**config.mk**
```make
export PLATFORM = sky130hd
export DESIGN_NAME = host_output_multi_schedule
export DESIGN_NICKNAME = d
export VERILOG_FILES = /design/src/rtl/host_sched_pkg.sv /design/src/rtl/host_nts_wrr_arbiter.sv /design/src/rtl/host_output_multi_schedule.sv
export SDC_FILE = /design/constraint.sdc
export NUM_CORES = 1
export LEC_CHECK = 0
export ABC_AREA = 1
export CORE_ASPECT_RATIO = 1.2
export CORE_MARGIN = 3
export CORE_UTILIZATION = 45
export CTS_CLUSTER_DIAMETER = 30
export DETAILED_ROUTE_END_ITERATION = 8
export DONT_BUFFER_PORTS = 1
export PLACE_DENSITY = 0.61
export SYNTH_ARGS = -nofsm -noshare
export SYNTH_HDL_FRONTEND = slang
export SYNTH_HIERARCHICAL = 1
export SYNTH_SLANG_ARGS = --single-unit
```
**constraint.sdc**
```tcl
create_clock -name i_clk -period 1.6 [get_ports i_clk]
set_input_delay 0.08 -clock i_clk [delete_from_list [all_inputs] [get_ports i_clk]]
set_output_delay 0.08 -clock i_clk [all_outputs]
set_load 0.05 [all_outputs]
```
**src/rtl/host_sched_pkg.sv**
```systemverilog
// Shared types and helpers for the host-port descriptor scheduler.
package host_sched_pkg;

  typedef enum logic [1:0] {
    IDLE_S = 2'd0,
    ARB_S  = 2'd1,
    GET_S  = 2'd2
  } sched_state_e;

  localparam int unsigned NTS_STRICT   = 0;
  localparam int unsigned NTS_WRR      = 1;
  localparam int unsigned EFF_WEIGHT_W = 16;

  // A programmed weight of zero still earns one grant per round.
  function automatic logic [EFF_WEIGHT_W-1:0] eff_weight(input logic [EFF_WEIGHT_W-1:0] w);
    return (w == '0) ? EFF_WEIGHT_W'(1) : w;
  endfunction

endpackage

```
**src/rtl/host_nts_wrr_arbiter.sv**
```systemverilog
// NTS queue arbiter: strict priority or weighted round-robin winner search.
module host_nts_wrr_arbiter
  import host_sched_pkg::*;
#(
  parameter int unsigned NTS_Q    = 4,
  parameter int unsigned WEIGHT_W = 4,
  parameter int unsigned NTS_MODE = 0,
  localparam int unsigned IDX_W   = (NTS_Q > 1) ? $clog2(NTS_Q) : 1
) (
  input  logic                      i_clk,
  input  logic                      i_rst_n,
  input  logic [NTS_Q-1:0]          fifo_empty,
  input  logic [NTS_Q*WEIGHT_W-1:0] wrr_weight,
  input  logic                      grant_en,
  output logic                      any_req_c,
  output logic [NTS_Q-1:0]          grant_c,
  output logic [IDX_W-1:0]          grant_idx_c
);

  localparam int unsigned USED_W = WEIGHT_W + 1;

  logic [IDX_W-1:0]        rr_ptr;
  logic [WEIGHT_W-1:0]     used;
  logic [WEIGHT_W-1:0]     w_sel_c;
  logic [EFF_WEIGHT_W-1:0] w_eff_c;
  logic [USED_W-1:0]       used_nxt_c;
  logic [IDX_W-1:0]        ptr_inc_c;
  logic                    wrap_c;
  int unsigned             pos;

  // First non-empty queue searching upward from rr_ptr with wrap.
  always_comb begin
    any_req_c   = 1'b0;
    grant_c     = '0;
    grant_idx_c = '0;
    pos         = 0;
    for (int unsigned i = 0; i < NTS_Q; i++) begin
      pos = 32'(rr_ptr) + i;
      if (pos >= NTS_Q) pos = pos - NTS_Q;
      if (!any_req_c && !fifo_empty[IDX_W'(pos)]) begin
        any_req_c   = 1'b1;
        grant_idx_c = IDX_W'(pos);
      end
    end
    grant_c[grant_idx_c] = any_req_c;
  end

  // Weight of the winner and the resulting credit / pointer update.
  always_comb begin
    w_sel_c = '0;
    for (int unsigned q = 0; q < NTS_Q; q++) begin
      if (grant_idx_c == IDX_W'(q)) w_sel_c = wrr_weight[q*WEIGHT_W +: WEIGHT_W];
    end
    w_eff_c    = eff_weight(EFF_WEIGHT_W'(w_sel_c));
    used_nxt_c = (grant_idx_c == rr_ptr) ? ({1'b0, used} + USED_W'(1)) : USED_W'(1);
    wrap_c     = 32'(used_nxt_c) >= 32'(w_eff_c);
    ptr_inc_c  = (32'(grant_idx_c) == NTS_Q - 1) ? '0 : grant_idx_c + IDX_W'(1);
  end

  // Round-robin state; frozen at zero in strict mode.
  always_ff @(posedge i_clk or negedge i_rst_n) begin
    if (!i_rst_n) begin
      rr_ptr <= '0;
      used   <= '0;
    end else if (grant_en && any_req_c && (NTS_MODE == NTS_WRR)) begin
      if (wrap_c) begin
        rr_ptr <= ptr_inc_c;
        used   <= '0;
      end else begin
        rr_ptr <= grant_idx_c;
        used   <= used_nxt_c[WEIGHT_W-1:0];
      end
    end
  end

endmodule

```
**src/rtl/host_output_multi_schedule.sv**
```systemverilog
// Host-port descriptor scheduler: TS first, burst guard, NTS via arbiter.
module host_output_multi_schedule
  import host_sched_pkg::*;
#(
  parameter int unsigned DESC_W       = 13,
  parameter int unsigned NTS_Q        = 4,
  parameter int unsigned WEIGHT_W     = 4,
  parameter int unsigned NTS_MODE     = 0,
  parameter int unsigned TS_BURST_MAX = 0
) (
  input  logic                      i_clk,
  input  logic                      i_rst_n,
  input  logic [DESC_W-1:0]         iv_ts_descriptor,
  input  logic                      i_ts_descriptor_wr,
  output logic                      o_ts_descriptor_scheduled,
  input  logic [NTS_Q*DESC_W-1:0]   iv_nts_descriptor,
  input  logic [NTS_Q-1:0]          iv_fifo_empty,
  output logic [NTS_Q-1:0]          ov_nts_descriptor_rd,
  input  logic [NTS_Q*WEIGHT_W-1:0] iv_wrr_weight,
  input  logic                      i_host_outport_free,
  output logic [DESC_W-1:0]         ov_descriptor,
  output logic                      o_descriptor_wr,
  output logic [1:0]                ov_sched_state,
  output logic [15:0]               ov_debug_ts_cnt,
  output logic [NTS_Q*16-1:0]       ov_debug_nts_cnt
);

  localparam int unsigned IDX_W   = (NTS_Q > 1) ? $clog2(NTS_Q) : 1;
  localparam int unsigned BURST_W = (TS_BURST_MAX < 2) ? 1 : $clog2(TS_BURST_MAX + 1);

  sched_state_e       state;
  logic               init_flag;
  logic [BURST_W-1:0] ts_burst;
  logic [IDX_W-1:0]   get_q;
  logic               any_req_c;
  logic [NTS_Q-1:0]   grant_c;
  logic [IDX_W-1:0]   grant_idx_c;
  logic               force_nts_c;
  logic               nts_grant_c;
  logic [DESC_W-1:0]  head_c;

  assign ov_sched_state = state;

  // Burst guard and NTS grant decision for the current ARB cycle.
  assign force_nts_c = (TS_BURST_MAX != 0) && (32'(ts_burst) >= TS_BURST_MAX) && any_req_c;
  assign nts_grant_c = (state == ARB_S) && any_req_c && (force_nts_c || !i_ts_descriptor_wr);

  host_nts_wrr_arbiter #(
    .NTS_Q    (NTS_Q),
    .WEIGHT_W (WEIGHT_W),
    .NTS_MODE (NTS_MODE)
  ) u_arb (
    .i_clk       (i_clk),
    .i_rst_n     (i_rst_n),
    .fifo_empty  (iv_fifo_empty),
    .wrr_weight  (iv_wrr_weight),
    .grant_en    (nts_grant_c),
    .any_req_c   (any_req_c),
    .grant_c     (grant_c),
    .grant_idx_c (grant_idx_c)
  );

  // Head of the queue popped in the preceding ARB cycle.
  always_comb begin
    head_c = '0;
    for (int unsigned q = 0; q < NTS_Q; q++) begin
      if (get_q == IDX_W'(q)) head_c = iv_nts_descriptor[q*DESC_W +: DESC_W];
    end
  end

  // Scheduler FSM with registered strobes and descriptor.
  always_ff @(posedge i_clk or negedge i_rst_n) begin
    if (!i_rst_n) begin
      state                     <= IDLE_S;
      init_flag                 <= 1'b1;
      ts_burst                  <= '0;
      get_q                     <= '0;
      ov_descriptor             <= '0;
      o_descriptor_wr           <= 1'b0;
      o_ts_descriptor_scheduled <= 1'b0;
      ov_nts_descriptor_rd      <= '0;
    end else begin
      o_descriptor_wr           <= 1'b0;
      o_ts_descriptor_scheduled <= 1'b0;
      ov_nts_descriptor_rd      <= '0;
      case (state)
        IDLE_S: begin
          ov_descriptor <= '0;
          init_flag     <= 1'b0;
          if (i_host_outport_free || init_flag) state <= ARB_S;
        end
        ARB_S: begin
          if (!any_req_c) ts_burst <= '0;
          if (nts_grant_c) begin
            ov_nts_descriptor_rd <= grant_c;
            get_q                <= grant_idx_c;
            ts_burst             <= '0;
            state                <= GET_S;
          end else if (i_ts_descriptor_wr) begin
            ov_descriptor             <= iv_ts_descriptor;
            o_descriptor_wr           <= 1'b1;
            o_ts_descriptor_scheduled <= 1'b1;
            state                     <= IDLE_S;
            if (any_req_c && (ts_burst != '1)) ts_burst <= ts_burst + BURST_W'(1);
          end
        end
        GET_S: begin
          ov_descriptor   <= head_c;
          o_descriptor_wr <= 1'b1;
          state           <= IDLE_S;
        end
        default: begin
          ov_descriptor <= '0;
          state         <= IDLE_S;
        end
      endcase
    end
  end

  // Wrapping grant counters for debug visibility.
  always_ff @(posedge i_clk or negedge i_rst_n) begin
    if (!i_rst_n) begin
      ov_debug_ts_cnt  <= '0;
      ov_debug_nts_cnt <= '0;
    end else begin
      if (o_ts_descriptor_scheduled) ov_debug_ts_cnt <= ov_debug_ts_cnt + 16'd1;
      for (int unsigned q = 0; q < NTS_Q; q++) begin
        if (ov_nts_descriptor_rd[q])
          ov_debug_nts_cnt[q*16 +: 16] <= ov_debug_nts_cnt[q*16 +: 16] + 16'd1;
      end
    end
  end

endmodule

```
==> results by group <==
STA
  – Worst setup margin: 0.138 ns
  – RSZ-0062 raised after global routing: true
  – Period minus WS final: 1.46 ns
  – Pins over their slew limit: 0
  – Tcrit/Tclk final: 91.4%
  – Slew HR: 65.0%
  – Setup Skew: 0.0104 ns
  – Upper clock frequency limit: 0.684 GHz
  – Hold WS: -0.576 ns
  – Fin. Hold Viols: 104
  – Endpoints failing setup: 0
  – Slew @ Worst Pin: 0.525 ns

Place
  – Port Buffers: 0
  – Placed cell areas: 0.00634 mm2
  – GPL Wtd Cong: 0.995
  – Placed Cells: 909
  – DP HPWL: 10300 um
  – Pre-CTS setup slack: -0.0577 ns

Floorplan
  – Rows: 43
  – Die Y: 127 um
  – Core ar.: 0.0117 mm2
  – Initial Util: 46.6%
  – Die area: 0.0135 mm2
  – IO Count: 190
  – Die width: 107 um

Clocking
  – CTS tree: built
  – H-Tree Depth: 3
  – CTS Buf Count: 9
  – CTS Sinks: 104
  – Root Driver: clkbuf_16
  – CTS clk-pin slew, worst paths: 0.08 ns
  – Clk buf depth: 2
  – Post-CTS setup buffer count: 0
  – Worst-Skew Late Latency: 0.35 ns
  – Hold Buf Count CTS: 19

GRT
  – Layer with the highest usage: met2
  – First-pass GRT wire length: 22300 um
  – Met2 usage: 37.2%
  – Largest net degree at the start of global routing: 105
  – Number of global-route vias before repair: 4738
  – GR met3 Demand/Resource: 4.12%
  – Grt met1 use: 23.9%
  – Total track usage: 20.6%
  – Antenna violations before repair: 0
  – Grt ovf: 0

Cells and area
  – Util after Layout: 58.2%
  – Fin area: 0.00683 mm2
  – Final net count: 879
  – Final cell count without fillers: 944
  – Share of layout cells above drive strength 1: 21.6%
  – # diodes: 0
  – Synth-to-Final Area Change: 25.1%

Run status
  – Failing checks: hold timing
  – Outcome: complete, but fails checks

Worst setup path
  – Worst r2r dst: ov_descriptor[11]$_DFFE_PN0P_
  – Critical path origin: ov_sched_state[0]$_DFFE_PN0P_
  – Startpoint types: flip-flop
  – R2R setup slack: 0.14 ns
  – Setup crit end kind: flip-flop
  – Arr. time, crit path: 1.75 ns
  – CP required: 1.89 ns
  – Setup CP Type: reg2reg
  – CP Max Fanout: 7
  – Reg-to-reg startpoint: ov_sched_state[0]$_DFFE_PN0P_
  – Worst reg2reg path depth: 10

Logic synthesis
  – Cell taking the most area after synthesis: dfrtp_1
  – Net count after synthesis: 763
  – Post-Synthesis Cell Area: 0.00546 mm2
  – Cells after Synth: 666
  – Avg Cell Area, Syn: 8.20 um2
  – Ys Warns: 10
  – Seq/Total Area, Yosys: 47.7%
  – Largest cells by area after synthesis: dfrtp_1, nand2_1, xor2_1
  – Synth unique cells: 34
  – Synthesized flop and latch total: 104
  – Top-area cell type share of the netlist area: 47.2%

Pwr
  – P_leak: 3.78 nW
  – VDD IR max: 0.925 mV
  – PwrDens: 1360 mW/mm2

Detailed routing
  – Routed WL per cell: 14.3 um
  – Routed Antenna Nets: 0
  – Initial drt markers: 168
  – DRC Markers: 0
  – Routed Wire Length: 13500 um
  – Vias: 4575
  – Pre-antenna DRT Iters: 5
  – Vias/cell: 4.85

Run
  – Maxcap violations: 0

Hold path
  – Hold Path Class: in2async
timing repair:
item	in CTS	in global routing
setup endpoints to repair	13	14
endpoints found under the hold margin	123	104
resized for setup	1	5
flip-flops by register name, indices dropped and copies added, names as in the netlist:
signal and count:
ov_nts_descriptor_rd 4, o_ts_descriptor_scheduled 1, ov_descriptor 13, get_q 2, init_flag 1, ov_debug_nts_cnt 64
ov_debug_ts_cnt 16, ov_sched_state 2, o_descriptor_wr 1
worst max path at each step:
stage	endpoint	slack, ns	cells past startpoint
after floorplan	ov_debug_nts_cnt[46]$_DFFE_PN0P_	0.01	7
after global placement	ov_descriptor[5]$_DFFE_PN0P_	-0.008	6
after detailed placement	ov_descriptor[12]$_DFFE_PN0P_	-0.06	6
after CTS	get_q[1]$_DFFE_PN0P_	0.06	8
after global routing	ov_descriptor[2]$_DFFE_PN0P_	-0.006	6
final	ov_descriptor[11]$_DFFE_PN0P_	0.14	10
cell usage in the layout (no fill, tap or decap), drive strengths merged, types with 2 or more instances in the layout:
master,count
a21oi,2
buf,96
clkbuf,10
clkinv,4
dfrtp,103
dlygate4sd3,19
ha,8
inv,98
mux2,4
nand2,224
nand3,34
nand3b,4
nand4,15
nor2,67
nor3,14
o21ai,14
or2,3
xnor2,11
xor2,52
worst max-delay path, stage by stage (launching register included):
cell	delay (ns)
dfrtp_2	0.42
inv_1	0.08
buf_4	0.12
ha_1	0.15
inv_1	0.05
buf_4	0.15
nor2_1	0.18
nand2_1	0.08
nand2_1	0.06
nand2_1	0.04
nand2_1	0.08
final cells by class:
class / count / area, um2
fillers: 1055 / 4900
flip-flops and latches: 104 / 2620
multi-input cells: 456 / 2460
repair buffers: 115 / 915
inverters: 96 / 360
clock buffers: 10 / 239
well taps: 157 / 196
clock inverters: 6 / 41.3
per-layer routing:
metal	up-vias	part of all wire [%]
met5	-	0
met2	147	52
met4	0	2.4
met1	2137	39
met3	20	6.5
li1	2271	-
kinds of logic (layout without fill, tap and decap cells):
logic type,count (synthesis),after routing,synth area share (%)
AOI/OAI and AO/OA,19,19,1.92
muxes,4,4,0.825
DFF,104,104,47.7
and+or+nand+nor,362,362,30.1
xor gates and xnor gates,63,63,10.1
adders and majority gates,8,8,1.83
buffers and inverters,106,227,7.49
cells in the mapped netlist:
cell type  instances
nand2_1          216
dfrtp_1          103
inv_1             93
xor2_1            52
nor2_1            47
nand3_1           29
nand4_1           15
o21ai_0           14
nor3_1            13
nor2_2            11
xnor2_1           11
ha_1               8
nor2_4             8
nand2_2            7
buf_2              6
nand3_2            5
mux2_2             4
nand3b_1           4
inv_2              3
clkbuf_1           2
or2_0              2
a21o_1             1
a21oi_1            1
a21oi_2            1
buf_1              1
buf_4              1
dfstp_2            1
nand2_4            1
nor2_8             1
nor3_4             1
nor4_1             1
o21a_1             1
o22ai_1            1
or2_1              1
metrics by stage:
step,power [mW],setup TNS [ns]
2_1_floorplan,6.11,0
3_3_place_gp,7.12,-0.0509
5_1_grt,9.88,-0.0108
3_5_place_dp,7.18,-0.439
4_1_cts,9.36,0
6_report,9.30,0
power by group:
part | switching (mW) | internal (mW) | total (mW) | leakage [nW]
registers | 0.664 | 3.03 | 3.69 | 1.40
logic | 2.38 | 1.12 | 3.50 | 2.24
clock network | 1.00 | 1.11 | 2.11 | 0.143
Note: power is estimated with default switching activity, not from simulation.
